===== src/rtl/amiq_rs_fec_err_inject_stream.sv =====
// Streaming RS codeword error injector. Symbols pass through a single output
// register stage; corruption positions and values are fully deterministic
// (offset/stride schedule plus a seeded 16-bit Galois LFSR, or a fixed-period
// bit-flip pattern), so a scoreboard can predict every corrupted symbol.
module amiq_rs_fec_err_inject_stream #(
  parameter int          SYMBOL_SIZE       = 10,
  parameter int          CODEWORD_LENGTH   = 544,
  parameter int          MAX_ERRORS        = 30,
  parameter logic [15:0] LFSR_SEED_DEFAULT = 16'hACE1
) (
  input  logic                                 clk,
  input  logic                                 rst,
  input  logic [1:0]                           cfg_mode,
  input  logic [$clog2(MAX_ERRORS+1)-1:0]      cfg_nof_errors,
  input  logic [$clog2(CODEWORD_LENGTH)-1:0]   cfg_offset,
  input  logic [$clog2(CODEWORD_LENGTH)-1:0]   cfg_stride,
  input  logic [15:0]                          cfg_flip_period,
  input  logic [15:0]                          cfg_seed,
  input  logic                                 cfg_seed_load,
  input  logic                                 in_valid,
  output logic                                 in_ready,
  input  logic [SYMBOL_SIZE-1:0]               in_data,
  output logic                                 out_valid,
  input  logic                                 out_ready,
  output logic [SYMBOL_SIZE-1:0]               out_data,
  output logic                                 out_err,
  output logic                                 out_erasure,
  output logic                                 out_sop,
  output logic                                 out_eop,
  output logic                                 cw_done,
  output logic [$clog2(CODEWORD_LENGTH+1)-1:0] cw_err_count
);

  localparam int NE_W  = $clog2(MAX_ERRORS+1);
  localparam int IDX_W = $clog2(CODEWORD_LENGTH);
  localparam int POS_W = IDX_W + 1;
  localparam int CNT_W = $clog2(CODEWORD_LENGTH+1);
  localparam logic [15:0] LFSR_TAPS = 16'hB400;

  typedef enum logic [1:0] {
    MODE_PASS     = 2'd0,
    MODE_ERR_NUM  = 2'd1,
    MODE_BIT_FLIP = 2'd2,
    MODE_ERASURE  = 2'd3
  } mode_t;

  function automatic logic [15:0] lfsr_step(input logic [15:0] l);
    return (l >> 1) ^ (l[0] ? LFSR_TAPS : 16'h0000);
  endfunction

  // LFSR replicated across the symbol; a zero pattern would be a silent error.
  function automatic logic [SYMBOL_SIZE-1:0] err_value(input logic [15:0] l);
    logic [SYMBOL_SIZE-1:0] e;
    for (int b = 0; b < SYMBOL_SIZE; b++) e[b] = l[b % 16];
    if (e == '0) e = {{(SYMBOL_SIZE-1){1'b0}}, 1'b1};
    return e;
  endfunction

  function automatic logic [NE_W-1:0] clamp_errors(input logic [NE_W-1:0] n);
    if (int'(n) > MAX_ERRORS) return NE_W'(MAX_ERRORS);
    return n;
  endfunction

  function automatic logic [15:0] eff_period(input logic [15:0] p);
    if (int'(p) < SYMBOL_SIZE) return 16'(SYMBOL_SIZE);
    return p;
  endfunction

  logic [IDX_W-1:0] idx;
  logic [15:0]      lfsr;
  logic [15:0]      bit_cnt;
  logic [POS_W-1:0] next_pos;
  logic [NE_W-1:0]  remaining;
  mode_t            mode_q;
  logic [IDX_W-1:0] stride_q;
  logic [15:0]      period_q;
  logic [CNT_W-1:0] run_cnt;

  logic             accept;
  logic             sop_p0, eop_p0;
  mode_t            mode_p0;
  logic [IDX_W-1:0] stride_p0;
  logic [15:0]      period_p0;
  logic [POS_W-1:0] pos_p0;
  logic [NE_W-1:0]  rem_p0;
  logic [15:0]      cnt_p0;
  logic [16:0]      bit_sum_p0;
  logic [15:0]      flip_bit_p0;
  logic             pos_hit_p0, flip_hit_p0;
  logic [SYMBOL_SIZE-1:0] flip_mask_p0, data_p0;

  assign in_ready = !out_valid || out_ready;
  assign accept   = in_valid && in_ready;

  // Stage p0: decide corruption for the symbol being accepted. At sop the
  // live cfg_* values are used directly so the first symbol already sees them.
  assign sop_p0      = (idx == '0);
  assign eop_p0      = (idx == IDX_W'(CODEWORD_LENGTH-1));
  assign mode_p0     = sop_p0 ? mode_t'(cfg_mode) : mode_q;
  assign stride_p0   = sop_p0 ? ((cfg_stride == '0) ? IDX_W'(1) : cfg_stride) : stride_q;
  assign period_p0   = sop_p0 ? eff_period(cfg_flip_period) : period_q;
  assign pos_p0      = sop_p0 ? {1'b0, cfg_offset} : next_pos;
  assign rem_p0      = sop_p0 ? clamp_errors(cfg_nof_errors) : remaining;
  assign cnt_p0      = sop_p0 ? 16'h0000 : bit_cnt;
  assign pos_hit_p0  = ((mode_p0 == MODE_ERR_NUM) || (mode_p0 == MODE_ERASURE)) &&
                       (rem_p0 != '0) && ({1'b0, idx} == pos_p0);
  assign bit_sum_p0  = {1'b0, cnt_p0} + 17'(SYMBOL_SIZE);
  assign flip_hit_p0 = (mode_p0 == MODE_BIT_FLIP) && (bit_sum_p0 >= {1'b0, period_p0});
  assign flip_bit_p0 = period_p0 - 16'd1 - cnt_p0;
  assign flip_mask_p0 = {{(SYMBOL_SIZE-1){1'b0}}, 1'b1} << flip_bit_p0;
  assign data_p0     = in_data ^ (pos_hit_p0  ? err_value(lfsr) :
                                  flip_hit_p0 ? flip_mask_p0    : '0);

  // Framing index, per-codeword config latch and error-schedule bookkeeping.
  always_ff @(posedge clk or posedge rst) begin
    if (rst) begin
      idx       <= '0;
      mode_q    <= MODE_PASS;
      stride_q  <= IDX_W'(1);
      period_q  <= 16'(SYMBOL_SIZE);
      next_pos  <= '0;
      remaining <= '0;
      bit_cnt   <= '0;
    end else if (accept) begin
      idx <= eop_p0 ? '0 : idx + IDX_W'(1);
      if (sop_p0) begin
        mode_q   <= mode_p0;
        stride_q <= stride_p0;
        period_q <= period_p0;
      end
      if (pos_hit_p0) begin
        next_pos  <= pos_p0 + {1'b0, stride_p0};
        remaining <= rem_p0 - NE_W'(1);
      end else if (sop_p0) begin
        next_pos  <= pos_p0;
        remaining <= rem_p0;
      end
      if (mode_p0 == MODE_BIT_FLIP)
        bit_cnt <= flip_hit_p0 ? bit_sum_p0[15:0] - period_p0 : bit_sum_p0[15:0];
      else
        bit_cnt <= '0;
    end
  end

  // LFSR: reload wins over an advance on a corrupted symbol in the same cycle.
  always_ff @(posedge clk or posedge rst) begin
    if (rst)
      lfsr <= LFSR_SEED_DEFAULT;
    else if (cfg_seed_load)
      lfsr <= (cfg_seed == 16'h0000) ? LFSR_SEED_DEFAULT : cfg_seed;
    else if (accept && pos_hit_p0)
      lfsr <= lfsr_step(lfsr);
  end

  // Stage p1: output register, held while the downstream stalls.
  always_ff @(posedge clk or posedge rst) begin
    if (rst) begin
      out_valid   <= 1'b0;
      out_data    <= '0;
      out_err     <= 1'b0;
      out_erasure <= 1'b0;
      out_sop     <= 1'b0;
      out_eop     <= 1'b0;
    end else if (accept) begin
      out_valid   <= 1'b1;
      out_data    <= data_p0;
      out_err     <= pos_hit_p0 || flip_hit_p0;
      out_erasure <= pos_hit_p0 && (mode_p0 == MODE_ERASURE);
      out_sop     <= sop_p0;
      out_eop     <= eop_p0;
    end else if (out_ready) begin
      out_valid <= 1'b0;
    end
  end

  // Per-codeword corrupted-symbol statistics, counted at the output handshake.
  always_ff @(posedge clk or posedge rst) begin
    if (rst) begin
      run_cnt      <= '0;
      cw_err_count <= '0;
      cw_done      <= 1'b0;
    end else begin
      cw_done <= out_valid && out_ready && out_eop;
      if (out_valid && out_ready) begin
        run_cnt <= (out_sop ? '0 : run_cnt) + CNT_W'(out_err);
        if (out_eop)
          cw_err_count <= (out_sop ? '0 : run_cnt) + CNT_W'(out_err);
      end
    end
  end

endmodule


===== config.mk =====
export PLATFORM = sky130hd
export DESIGN_NAME = amiq_rs_fec_err_inject_stream
export DESIGN_NICKNAME = d
export VERILOG_FILES = /design/src/rtl/amiq_rs_fec_err_inject_stream.sv
export SDC_FILE = /design/constraint.sdc
export NUM_CORES = 1
export LEC_CHECK = 0
export CORE_MARGIN = 4
export CORE_UTILIZATION = 36
export DETAILED_ROUTE_END_ITERATION = 8
export GPL_TIMING_DRIVEN = 1
export SLEW_MARGIN = 20
export SYNTH_ARGS = -nofsm -noshare
export SYNTH_HDL_FRONTEND = slang
export SYNTH_SLANG_ARGS = --single-unit

===== constraint.sdc =====
create_clock -name clk -period 11.5 [get_ports clk]
set_clock_uncertainty 0.2 [all_clocks]
set_input_delay 1.725 -clock clk [delete_from_list [all_inputs] [get_ports clk]]
set_output_delay 1.725 -clock clk [all_outputs]
set_load 0.02 [all_outputs]

Word-level counts from Yosys, hierarchy flattened --
Cells that the tools add are included.
Word-level totals: bits in latches 0, bits of input ports 74, output and inout bits 27, memories 0, flip-flop bits (word level) 122, ROM bits 0, bits in writable memories 0
Cells by class: $lt $le $gt $ge 3, bitwise gates (word level) 2, reduce and logical (&&, ||, !) cells 23, shift operators 1, mux-type cells 30, add/sub/neg operators 8, eq/ne operators 5, multipliers 0, div/mod/pow operators 0
Operators with widths (number):
- 16-bit two-way mux | 10
- 10-bit two-way mux | 7
- 11-bit two-way mux | 3
- 16-bit subtractor | 2
- 10-bit zero test | 3
- 5-bit two-way mux | 5
- 16-bit by 4-bit adder with 17-bit output, second input constant | 1
- 17-bit by 16-bit >= comparator with 1-bit output | 1
- 16-bit zero test | 1
- 16-bit by 4-bit < comparator with 1-bit output, second input constant | 1
- 1-bit by 16-bit left shift with 10-bit output, first input constant | 1
- 16-bit by 1-bit subtractor with 16-bit output, second input constant | 1
- 15-bit by 16-bit bitwise XOR with 16-bit output | 1
- 11-bit by 10-bit adder with 11-bit output | 1
- 10-bit by 11-bit == test with 1-bit output | 1
- 10-bit by 1-bit adder with 10-bit output | 1
- 10-bit by 1-bit adder with 10-bit output, second input constant | 1
- 10-bit == test, second input constant | 1
- 10-bit bitwise XOR | 1
- 1-bit logical AND | 8
- 2-bit AND reduction | 3
- 2-bit nonzero test | 3
- 5-bit > comparator, second input constant | 1
- 5-bit nonzero test | 1
- other kinds (7) | 13

Logic depth before layout (Yosys ltp) --
Gate-level depths: netlist of the first run.
depth in word-level cells 10, depth in mapped cells 29, mapped depth without buffers 23

Worst setup path after synthesis of the first run --
No wires, ideal clock.
kind flip-flop to flip-flop, from reg idx[0], to reg out_data[5], path slack 5.779 ns, arrival 5.450 ns, clock period less this slack 5.721 ns, cell stages (with the launch flop) 29, library setup time 0.071 ns, data required time 11.229 ns, cell sequence dfrtp_1 -> clkbuf_1 -> inv_1 -> ha_1 -> or4b_4 -> or3_1 -> buf_6 -> clkbuf_1 -> clkbuf_1 -> clkbuf_1 -> nand2_1 -> inv_1 -> ha_1 -> o211ai_1 -> nor4b_1 -> nor2b_1 -> nand2_1 -> xor2_1 -> ha_1 -> o21a_1 -> o21a_1 -> o32ai_1 -> a21oi_1 -> a21oi_1 -> nor2_1 -> clkbuf_1 -> nand4_1 -> or3_1 -> nand4_1
On the way: longest elaborated chain between the ends 8, elaborated cells between the ends (all ways) 23, those cells by class add/sub: 3; order compare: 1; eq/ne: 4; shift: 1; mux: 7; bitwise: 1; reduce/logical: 6
Ends and longest elaborated chain:
- start: declaration | line 69 | logic [IDX_W-1:0] idx;
- start signal: assignment | line 125 | idx <= eop_p0 ? '0 : idx + IDX_W'(1);
- 10-bit zero test | line 97 | assign sop_p0 = (idx == '0);
- 16-bit two-way mux, or another cell as far along | line 101 | assign period_p0 = sop_p0 ? eff_period(cfg_flip_period) : period_q;
- 16-bit by 1-bit subtractor with 16-bit output, or another cell as far along | line 109 | assign flip_bit_p0 = period_p0 - 16'd1 - cnt_p0;
- 16-bit subtractor, or another cell as far along | line 109
- 1-bit by 16-bit left shift with 10-bit output, or another cell as far along | line 110 | assign flip_mask_p0 = {{(SYMBOL_SIZE-1){1'b0}}, 1'b1} << flip_bit_p0;
- 10-bit two-way mux or 1-bit logical AND (tied branches) | line 112, 106
- 10-bit two-way mux * | line 111 | assign data_p0 = in_data ^ (pos_hit_p0 ? err_value(lfsr) :
- 10-bit bitwise XOR * | line 111
- end signal: assignment | line 166 | out_data <= data_p0;
- end: declaration | line 25 | output logic [SYMBOL_SIZE-1:0] out_data,
Every way passes the cells marked *; elsewhere a longest branch is shown, timed or not. A chain may end at the register's enable or synchronous reset.

Worst setup path after layout of the first run --
from in cfg_flip_period[15], to reg out_data[8]
On the way: longest elaborated chain between the ends 10, elaborated cells between the ends (all ways) 12, those cells by class add/sub: 2; order compare: 2; shift: 1; mux: 5; bitwise: 1; reduce/logical: 1
Ends and longest elaborated chain:
- start: declaration | line 17 | input logic [15:0] cfg_flip_period,
- 16-bit by 4-bit < comparator with 1-bit output * | line 65 | if (int'(p) < SYMBOL_SIZE) return 16'(SYMBOL_SIZE);
- 1-bit two-way mux * | line 65
- 16-bit two-way mux * | line 66 | return p;
- 16-bit two-way mux * | line 101
- named net period_p0[0] | line 83 | logic [15:0] period_p0;
- 16-bit by 1-bit subtractor with 16-bit output | line 109
- 16-bit subtractor | line 109
- 1-bit by 16-bit left shift with 10-bit output | line 110
- 10-bit two-way mux * | line 112 | flip_hit_p0 ? flip_mask_p0 : '0);
- 10-bit two-way mux * | line 111
- 10-bit bitwise XOR * | line 111
Mark *: on every way through the listed nets, which the timed path passes. The rest lies on a longest branch.

==> results.py, run 1 <==
metrics = {
    "cts": {
        "cts_sinks": 122,
        "ctsResizeCount": 0,
        "cts_buffers": 17,
        "post_cts_buffers": 0,
        "hold_buffers": 0,
        "clock_path_buffers": 2,
        "htree_levels": 4,
        "clk_latency_ns": 0.42,
        "cts_tree": "yes",
        "root_buffer": "clkbuf_16",
        "clk_pin_slew_ns": 0.06,
    },
    "synthesis": {
        "syn_area_mm2": 0.00900,
        "synth_largest_area_cell": "dfrtp_1",
        "synth_compound_area_share_pct": 18.1,
        "ys_types": 71,
        "avgSynthCellArea_um2": 8.14,
        "postSynthCellCount": 1106,
        "syn_nets": 1231,
        "ys_seq_area_share_pct": 34.1,
        "ys_top_cells_by_area": "dfrtp_1 31%, nand2_1 9.7%, ha_1 6.7%, mux2i_1 5.0%, o21ai_0 4.3%",
        "synthMuxAreaShare_pct": 5.67,
        "ys.warnings.count": 0,
        "ys_async_sr_fraction_pct": 100,
        "synth-simple-area-share_pct": 24.9,
        "synth_seq_cells": 122,
        "synth_top_area_share_pct": 30.9,
        "synth_edf_count": 0,
        "ys.flop_type": "dfrtp_1",
        "synth_adder_area_share_pct": 7.34,
        "synthXorXnorAreaFrac_pct": 5.94,
        "synth_top_family_by_area": "simple AND/OR/NAND/NOR gates",
    },
    "floorplanning": {
        "io_pins": 101,
        "start_util_pct": 36.8,
        "die_w_um": 166,
        "rows": 57,
        "die-area_mm2": 0.0276,
        "core_area_mm2": 0.0245,
        "fp.dieH_um": 166,
    },
    "critical_path": {
        "reg2reg_depth": 22,
        "r2r-end": "out_data[8]",
        "crit_path_end_kind": "register",
        "cp.required_ns": 11.65,
        "max_stage_delay_ns": 0.55,
        "slowest_stage": "nor4_1",
        "crit_chain": "clkdlybuf4s50_1, nor4_1, nand4_1, nand2_1, o21ai_0, ha_1, fa_1, a211oi_1, o311ai_0, a31oi_1, mux2i_1, a2111o_1, a2111oi_4, nand4_2, or4_1, nand3_1",
        "start_kind": "input pin",
        "crit_family": "compound AO/OA/AOI/OAI gates",
        "path_buf_inv": 1,
        "r2r_slack_ns": 4.99,
        "cp.arrival_ns": 6.74,
        "rr_startpoint": "idx[0]",
        "path_class": "in2reg",
        "cp_max_fo": 9,
    },
    "sta": {
        "finalSetupViolCount": 0,
        "fmax_mhz": 152,
        "setup_tns_ns": 0,
        "period_minus_slack_ns": 6.59,
        "whs_ns": 0.275,
        "worst_slew_pin_slew_ns": 1.06,
        "rsz0062_at_grt": "no",
        "slew_violations": 0,
        "relSlewSlack_pct": 29.2,
        "min_period_over_period_pct": 57.3,
        "finalHoldViolCount": 0,
        "fin_ws_ns": 4.91,
    },
    "power": {
        "power.leakage_nw": 4.81,
        "p_comb_share_pct": 55.8,
        "swShare_pct": 43.7,
        "p_per_area_mw_per_mm2": 256,
        "clock_power_share_pct": 21.1,
        "p_int_mw": 1.58,
        "ir_drop_mv": 0.0949,
        "p_sw_mw": 1.22,
        "pwr-share-seq_pct": 23.1,
    },
    "flow_run": {
        "maxCapViolCount": 0,
    },
    "routing": {
        "ant_nets": 0,
        "drtIter0Drc": 576,
        "num_vias": 8237,
        "dr_wl_met2_um": 11900,
        "drc": 0,
        "wl_met1_um": 11800,
        "vias_per_cell": 5.42,
        "dr_wl_met3_um": 1300,
        "wirelength_um": 25500,
        "highest_layer": "met4",
        "wl_per_cell_um": 16.8,
        "firstDrtPassIters": 7,
    },
    "outcome": {
        "status": "finished, final reports clean",
    },
    "global_route": {
        "first_global_vias": 8119,
        "gr-usage-all-layers_pct": 18.4,
        "grt-ovfl-total": 0,
        "grt_start_max_net_pins": 64,
        "antenna_found_initial": 0,
        "grt_pass1_wl_um": 42100,
    },
    "placed_design": {
        "pre_cts_ws_ns": 4.61,
        "dp.final_hpwl_um": 18700,
        "place_inst": 1487,
        "numPortBuffers": 100,
        "place.gp.congestion": 0.868,
    },
    "worst_hold_path": {
        "whs_path_depth": 2,
        "hold_path_startpoint": "period_q[4]",
        "hold_path.class": "reg2reg",
        "hold_path_end": "period_q[4]",
    },
    "final_layout": {
        "fillers": 2393,
        "fin_nets": 1307,
        "instances_no_fill": 1519,
        "diodes": 0,
        "drive_gt1_share_pct": 6.11,
        "fin_util_pct": 44.7,
        "area_growth_pct": 21.4,
    },
}
-- metal layers --
layer	global-route usage (%)	vias up
met5	0	-
met4	6.10	0
met3	3.62	39
met2	29.9	229
met1	24.6	3897
li1	-	4072
-- area by class of cell --
type | instances | area [um2] | area share, %
repair buffers | 109 | 1070 | 9.78
flip-flops and latches | 122 | 3070 | 28.1
well taps | 324 | 405 | 3.71
clock inverters | 10 | 164 | 1.50
inverters | 39 | 149 | 1.36
multi-input cells | 893 | 5590 | 51.1
clock buffers | 22 | 484 | 4.43
-- stage by stage --
| stage | total power, mW | instance area, um2 |
|---|---|---|
| 6_report | 2.80 | 10900 |
| 5_1_grt | 3.03 | 10900 |
| 4_1_cts | 2.80 | 10900 |
| 3_5_place_dp | 2.19 | 10300 |
| 3_3_place_gp | 2.18 | 10300 |
| 2_1_floorplan | 1.82 | 9000 |
-- worst min-delay path, delay by kind of cell (launching register included) --
family,cells,cell delay (ns)
AND/OR/NAND/NOR,2,0.11
flip-flops,1,0.33
-- cell usage after synthesis (all sizes together), types with 3 or more instances --
library cell and count:
inv 39, nor4 17, o22ai 5, and4 4, buf 8, o211a 3
nor3 15, a211oi 3, or4 7, nor4b 3, a21oi 64, a32oi 4
clkbuf 44, o21a 10, a2111oi 4, ha 48, nand2 233, nand4 26
a31oi 11, xnor2 28, a21o 21, and2 3, o2111ai 5, fa 3
a31o 3, nor2 74, o211ai 3, mux2i 45, dfrtp 111, nor3b 8
dfstp 11, or3 5, o31ai 10, o2bb2ai 8, nand3 25, nor2b 26
xor2 33, nand2b 16, o21ai 78, mux2 5, and3 7, o41ai 3
-- flip-flops by register name, summed over array words and instances, names as in the netlist, 2 cells and up --
name / flops
bit_cnt: 16
cw_err_count: 10
idx: 10
lfsr: 16
mode_q: 2
next_pos: 11
out_data: 10
period_q: 16
remaining: 5
run_cnt: 10
stride_q: 10
-- how the worst max path moves through the flow --
stage	startpoint	to	slack [ns]	depth (start not counted)
2_1_floorplan	idx[0]	out_data[5]	5.78	28
3_3_place_gp	cfg_flip_period[15]	out_data[8]	4.64	16
3_5_place_dp	cfg_flip_period[15]	out_data[8]	4.61	16
4_1_cts	cfg_flip_period[15]	out_data[8]	4.99	16
5_1_grt	idx[1]	out_data[8]	4.50	23
6_report	cfg_flip_period[15]	out_data[8]	4.91	16
-- kinds of logic after synthesis --
| logic type | after synthesis |
|---|---|
| flops | 122 |
| compound gates | 254 |
| fa+ha+maj | 51 |
| simple gates | 477 |
| buf+inv | 91 |
| xor+xnor | 61 |
| mux | 50 |
-- cells in the final DEF, fill, tap and decap left out, types with 26 or more instances in the layout --
cell | Yosys | final
mux2i_1 | 45 | 45
nor2b_1 | 26 | 26
xnor2_1 | 28 | 28
clkdlybuf4s50_1 | 0 | 100
nand2_1 | 233 | 232
dfrtp_1 | 111 | 111
ha_1 | 48 | 48
a21oi_1 | 63 | 63
o21ai_0 | 77 | 77
inv_1 | 39 | 38
xor2_1 | 33 | 33
nor2_1 | 73 | 73
-- power by group through the flow --
stage	combinational (mW)	sequential (mW)	clock [mW]
after floorplan	1.21	0.616	0
after global placement	1.54	0.649	0
after detailed placement	1.55	0.648	0
after CTS	1.56	0.644	0.602
after global routing	1.75	0.661	0.621
final	1.56	0.646	0.591
(Power assumes the default switching activity.)
==> run 2: changes to the inputs <==
==> constraint.sdc (replaced) <==
create_clock -name clk -period 5.3 [get_ports clk]
set_clock_uncertainty 0.2 [all_clocks]
set_input_delay 0.795 -clock clk [delete_from_list [all_inputs] [get_ports clk]]
set_output_delay 0.795 -clock clk [all_outputs]
set_load 0.02 [all_outputs]
==> run 2 against run 1 <==
Register-to-register slack got worse by 4.7 ns. Highest routed layer unchanged. Setup slack got worse by 4.6 ns. Worst hold slack about the same. Final cell count increased by 3.2%. Largest power group unchanged.
==> results.py, run 2 (synthesized netlist as in run 1, its figures left out) <==
metrics = {
    "outcome": {
        "status": "finished, final reports clean",
    },
    "cts": {
        "cts_sinks": 122,
        "root_buffer": "clkbuf_16",
        "hold_buffers": 0,
        "clk_pin_slew_ns": 0.06,
        "htree_levels": 4,
        "cts_tree": "yes",
        "cts_buffers": 17,
        "clock_path_buffers": 2,
        "clk_latency_ns": 0.42,
    },
    "global_route": {
        "gr-usage-met2_pct": 30.9,
        "gr-usage-all-layers_pct": 18.5,
        "grt_use_met3_pct": 3.24,
        "grt_start_max_net_pins": 67,
        "antenna_found_initial": 1,
        "grt-ovfl-total": 0,
        "first_global_vias": 8362,
        "grt.busiest_layer": "met2",
        "use_met1_pct": 24.6,
        "grt_pass1_wl_um": 42600,
    },
    "critical_path": {
        "max_stage_delay_ns": 0.49,
        "cp_max_fo": 20,
        "crit_chain": "inv_1, ha_1, or4b_4, nor3_4, buf_12, mux2i_1, inv_1, ha_1, a21oi_1, and4b_1, nor3_1, mux2i_1, a2111o_1, a2111oi_4, buf_4, nand4_1, or3_1, nand4_1",
        "path_class": "reg2reg",
        "r2r_slack_ns": 0.29,
        "cp.arrival_ns": 5.15,
        "cp.required_ns": 5.45,
        "slowest_stage": "or4b_4",
        "start_kind": "register",
        "crit_path_end_kind": "register",
    },
    "final_layout": {
        "fin_nets": 1355,
        "final_common_cell": "nand2_1",
        "instances_no_fill": 1568,
        "reg_top3": "bit_cnt x16, lfsr x16, period_q x16",
        "drive_gt1_share_pct": 10.9,
        "area_growth_pct": 26.0,
        "layout_common_cells": "232 x nand2_1, 111 x dfrtp_1, 100 x clkdlybuf4s50_1",
        "stdcell_area_mm2": 0.0113,
    },
    "sta": {
        "fin_ws_ns": 0.294,
        "min_period_over_period_pct": 94.5,
        "finalSetupViolCount": 0,
        "finalHoldViolCount": 0,
        "fmax_mhz": 200,
        "rsz0062_at_grt": "no",
        "setup_tns_ns": 0,
        "slew_violations": 0,
        "relSlewSlack_pct": 43.1,
        "period_minus_slack_ns": 5.01,
        "worst_slew_pin_slew_ns": 0.851,
    },
    "power": {
        "pwr-share-seq_pct": 22.1,
        "p_sw_mw": 2.77,
        "clock_power_share_pct": 18.7,
        "p_per_area_mw_per_mm2": 551,
        "p_int_mw": 3.48,
        "swShare_pct": 44.4,
        "ir_drop_mv": 0.283,
        "power.leakage_nw": 5.05,
        "p_comb_share_pct": 59.2,
    },
    "routing": {
        "firstDrtPassIters": 5,
        "wirelength_um": 25900,
        "num_vias": 8388,
        "drc": 0,
        "ant_nets": 0,
        "wl_per_cell_um": 16.5,
        "vias_per_cell": 5.35,
        "drtIter0Drc": 526,
    },
    "placed_design": {
        "place.gp.congestion": 0.921,
        "dp.final_hpwl_um": 19400,
        "pre_cts_ws_ns": -0.140,
        "place_area_mm2": 0.0107,
        "place_inst": 1530,
        "numPortBuffers": 100,
    },
    "worst_hold_path": {
        "hold_path.class": "reg2reg",
    },
    "floorplanning": {
        "fp.dieH_um": 166,
        "start_util_pct": 36.8,
        "die-area_mm2": 0.0276,
        "die_w_um": 166,
        "io_pins": 101,
        "core_area_mm2": 0.0245,
        "rows": 57,
    },
    "flow_run": {
        "maxCapViolCount": 0,
    },
}
[run 2: cell count changes in the layout (fill, tap and decap cells not counted), sizes merged]
cell and delta:
bufinv -3, buf +48, clkinvlp -1, clkbuf -5, diode +1, inv +9
[run 2: worst max-delay path, delay by kind of cell (launching register included)]
kind / cells / cell delay (ns)
fa+ha+maj: 2 / 0.56
flops: 1 / 0.37
mux: 2 / 0.56
simple gates: 7 / 1.78
buf+inv: 4 / 0.59
compound gates: 3 / 0.84
[run 2: power by group through the flow]
stage,logic (mW),clock network [mW],registers (mW)
2_1_floorplan,2.66,0,1.34
3_3_place_gp,3.58,0,1.39
3_5_place_dp,3.60,0,1.38
4_1_cts,3.64,1.19,1.38
5_1_grt,4.12,1.24,1.42
6_report,3.70,1.17,1.38
[run 2: metal layers]
| layer | vias up | wire length, um |
|---|---|---|
| met3 | 38 | 990 |
| met2 | 175 | 12400 |
| met5 | - | 0 |
| met4 | 0 | 544 |
| li1 | 4181 | - |
| met1 | 3994 | 12000 |
[run 2: cell type report]
type                    instances  area, um2
fillers                      2391      13100
multi-input cells             893       5650
flip-flops and latches        122       3070
repair buffers                157       1480
clock buffers                  17        425
well taps                     324        405
clock inverters                15        155
inverters                      39        149
diodes                          1       2.50
[run 2: timing repair]
item / in CTS / in global routing
buffers inserted: 0 / 5
resized for setup: 0 / 9
setup endpoints to repair: 0 / 39
[run 2: worst paths after layout]
| check | startpoint | end | depth (start not counted) |
|---|---|---|---|
| worst min-delay path | next_pos[10] | next_pos[10] | 2 |
| worst max-delay path | idx[1] | out_data[6] | 18 |
| worst max register to register | idx[1] | out_data[6] | 18 |
| worst min register to register | next_pos[10] | next_pos[10] | 2 |
| max in group asynchronous | rst | period_q[3] | 3 |
| min in group asynchronous | rst | next_pos[4] | 2 |
[run 2: per-stage QoR]
| stage | power, mW | hold WS (ns) | utilization, % |
|---|---|---|---|
| 4_1_cts | 6.20 | 0.278 | 46.0 |
| 3_5_place_dp | 4.99 | 0.262 | 43.7 |
| 3_3_place_gp | 4.97 | 0.252 | 43.7 |
| 5_1_grt | 6.78 | 0.296 | 46.4 |
| 2_1_floorplan | 4.00 | 0.240 | - |
| 6_report | 6.25 | 0.275 | 46.4 |
==> run 3: changes to the inputs <==
--- a/config.mk
+++ b/config.mk
@@ -9,6 +9,7 @@
 export CORE_UTILIZATION = 36
 export DETAILED_ROUTE_END_ITERATION = 8
 export GPL_TIMING_DRIVEN = 1
+export SETUP_SLACK_MARGIN = 0.4
 export SLEW_MARGIN = 20
 export SYNTH_ARGS = -nofsm -noshare
 export SYNTH_HDL_FRONTEND = slang
==> run 3 against run 2 <==
Sequential cell count unchanged. Die area unchanged. Clock power increased by 5%. Wire length increased by 7.6%. Non-clock buffer count increased by 20. Critical path type unchanged. Highest routed layer unchanged.
==> results.py, run 3 (synthesized netlist as in run 1, its figures left out) <==
metrics = {
    "critical_path": {
        "cp_max_fo": 8,
        "start_kind": "register",
        "crit_chain": "inv_2, ha_4, or4b_4, or3_4, buf_12, nand2_2, o21ai_2, ha_2, fa_2, a211oi_4, o311ai_4, a31oi_2, mux2i_1, a2111o_1, a2111oi_4, buf_4, buf_4, nand4_1, mux2i_1, nand2_1",
        "slowest_stage": "or4b_4",
        "path_class": "reg2reg",
        "cp.arrival_ns": 4.94,
        "crit_path_end_kind": "register",
        "path_buf_inv": 4,
        "cp.required_ns": 5.41,
        "crit_family": "compound AO/OA/AOI/OAI gates",
        "max_stage_delay_ns": 0.46,
    },
    "routing": {
        "drc": 0,
        "num_vias": 8669,
        "firstDrtPassIters": 5,
        "drtIter0Drc": 555,
        "vias_per_cell": 5.46,
        "wirelength_um": 27900,
        "wl_per_cell_um": 17.6,
        "ant_nets": 0,
    },
    "final_layout": {
        "stdcell_area_mm2": 0.0119,
        "fin_nets": 1375,
        "reg_top3": "bit_cnt x16, lfsr x16, period_q x16",
        "fin_util_pct": 48.5,
        "final_common_cell": "nand2_1",
        "area_growth_pct": 31.7,
        "drive_gt1_share_pct": 16.1,
        "layout_common_cells": "228 x nand2_1, 110 x dfrtp_1, 100 x clkdlybuf4s50_1",
        "diodes": 0,
        "fillers": 2345,
    },
    "placed_design": {
        "pre_cts_ws_ns": -0.0207,
        "place.gp.congestion": 0.864,
        "place_area_mm2": 0.0106,
        "dp.final_hpwl_um": 20200,
        "numPortBuffers": 100,
    },
    "sta": {
        "period_minus_slack_ns": 4.82,
        "fin_ws_ns": 0.477,
        "finalHoldViolCount": 0,
        "finalSetupViolCount": 0,
        "relSlewSlack_pct": 38.6,
        "min_period_over_period_pct": 91.0,
        "fmax_mhz": 207,
        "worst_slew_pin_slew_ns": 0.921,
        "slew_violations": 0,
        "rsz0062_at_grt": "no",
    },
    "power": {
        "power.leakage_nw": 5.21,
        "ir_drop_mv": 0.289,
        "p_per_area_mw_per_mm2": 572,
    },
    "cts": {
        "hold_buffers": 0,
        "cts_tree": "yes",
        "clk_latency_ns": 0.43,
        "clk_pin_slew_ns": 0.06,
        "htree_levels": 4,
        "clock_path_buffers": 2,
        "cts_buffers": 17,
        "cts_sinks": 122,
        "root_buffer": "clkbuf_16",
    },
    "floorplanning": {
        "io_pins": 101,
        "fp.dieH_um": 166,
        "die_w_um": 166,
        "rows": 57,
        "start_util_pct": 36.8,
        "core_area_mm2": 0.0245,
        "die-area_mm2": 0.0276,
    },
    "global_route": {
        "antenna_found_initial": 0,
        "gr-usage-all-layers_pct": 19.2,
        "grt-ovfl-total": 0,
        "grt_pass1_wl_um": 43800,
        "first_global_vias": 8447,
        "grt_start_max_net_pins": 70,
    },
    "worst_hold_path": {
        "hold_path.class": "reg2reg",
    },
    "outcome": {
        "status": "finished, final reports clean",
    },
    "flow_run": {
        "maxCapViolCount": 0,
    },
}
[run 3: repair_timing]
action	in CTS	in global routing
cloned	0	2
resized for setup	21	59
buffers inserted	3	25
setup endpoints to repair	21	27
pin swaps	2	24
[run 3: worst paths after layout]
kind | slack (ns) | depth (start not counted) | endpoint | start
worst min-delay path | 0.27 | 2 | next_pos[10] | next_pos[10]
worst min register to register | 0.27 | 2 | next_pos[10] | next_pos[10]
max in group asynchronous | 3.20 | 3 | period_q[1] | rst
worst max register to register | 0.48 | 20 | out_data[2] | idx[1]
worst max-delay path | 0.48 | 20 | out_data[2] | idx[1]
min in group asynchronous | 0.70 | 2 | next_pos[4] | rst
[run 3: power by group]
| group | leakage, nW | internal [mW] | switching [mW] |
|---|---|---|---|
| combinational | 3.36 | 1.87 | 2.28 |
| clock | 0.300 | 0.712 | 0.514 |
| sequential | 1.55 | 1.17 | 0.230 |
[run 3: layout make-up]
class,instances,area (um2),area share [%]
Tap cell,324,405,3.42
Timing Repair Buffer,177,1670,14.1
Clock buffer,17,425,3.59
Sequential cell,122,3070,25.9
Multi-Input combinational cell,893,5960,50.3
Clock inverter,15,176,1.49
Inverter,39,149,1.26
[run 3: worst min-delay path, stage by stage, from the launching register on]
cell     delay (ns)
dfrtp_1        0.33
nand2_1        0.05
o31ai_1        0.06
[run 3: metal layers]
metal | global-route usage (%) | up-vias | part of all wire, %
li1 | - | 4215 | -
met1 | 24.9 | 4199 | 45
met2 | 33.6 | 219 | 49
met3 | 2.86 | 36 | 4.2
met4 | 5.31 | 0 | 1.6
met5 | 0 | - | 0
[run 3: through the flow]
stage / instances / hold WS, ns / TNS [ns] / power [mW]
2_1_floorplan: 1106 / 0.240 / 0 / 4.03
3_3_place_gp: 1525 / 0.255 / 0 / 4.98
3_5_place_dp: 1525 / 0.262 / -0.0207 / 5.00
4_1_cts: 1560 / 0.276 / 0 / 6.34
5_1_grt: 1587 / 0.289 / 0 / 7.27
6_report: 1587 / 0.274 / 0 / 6.77
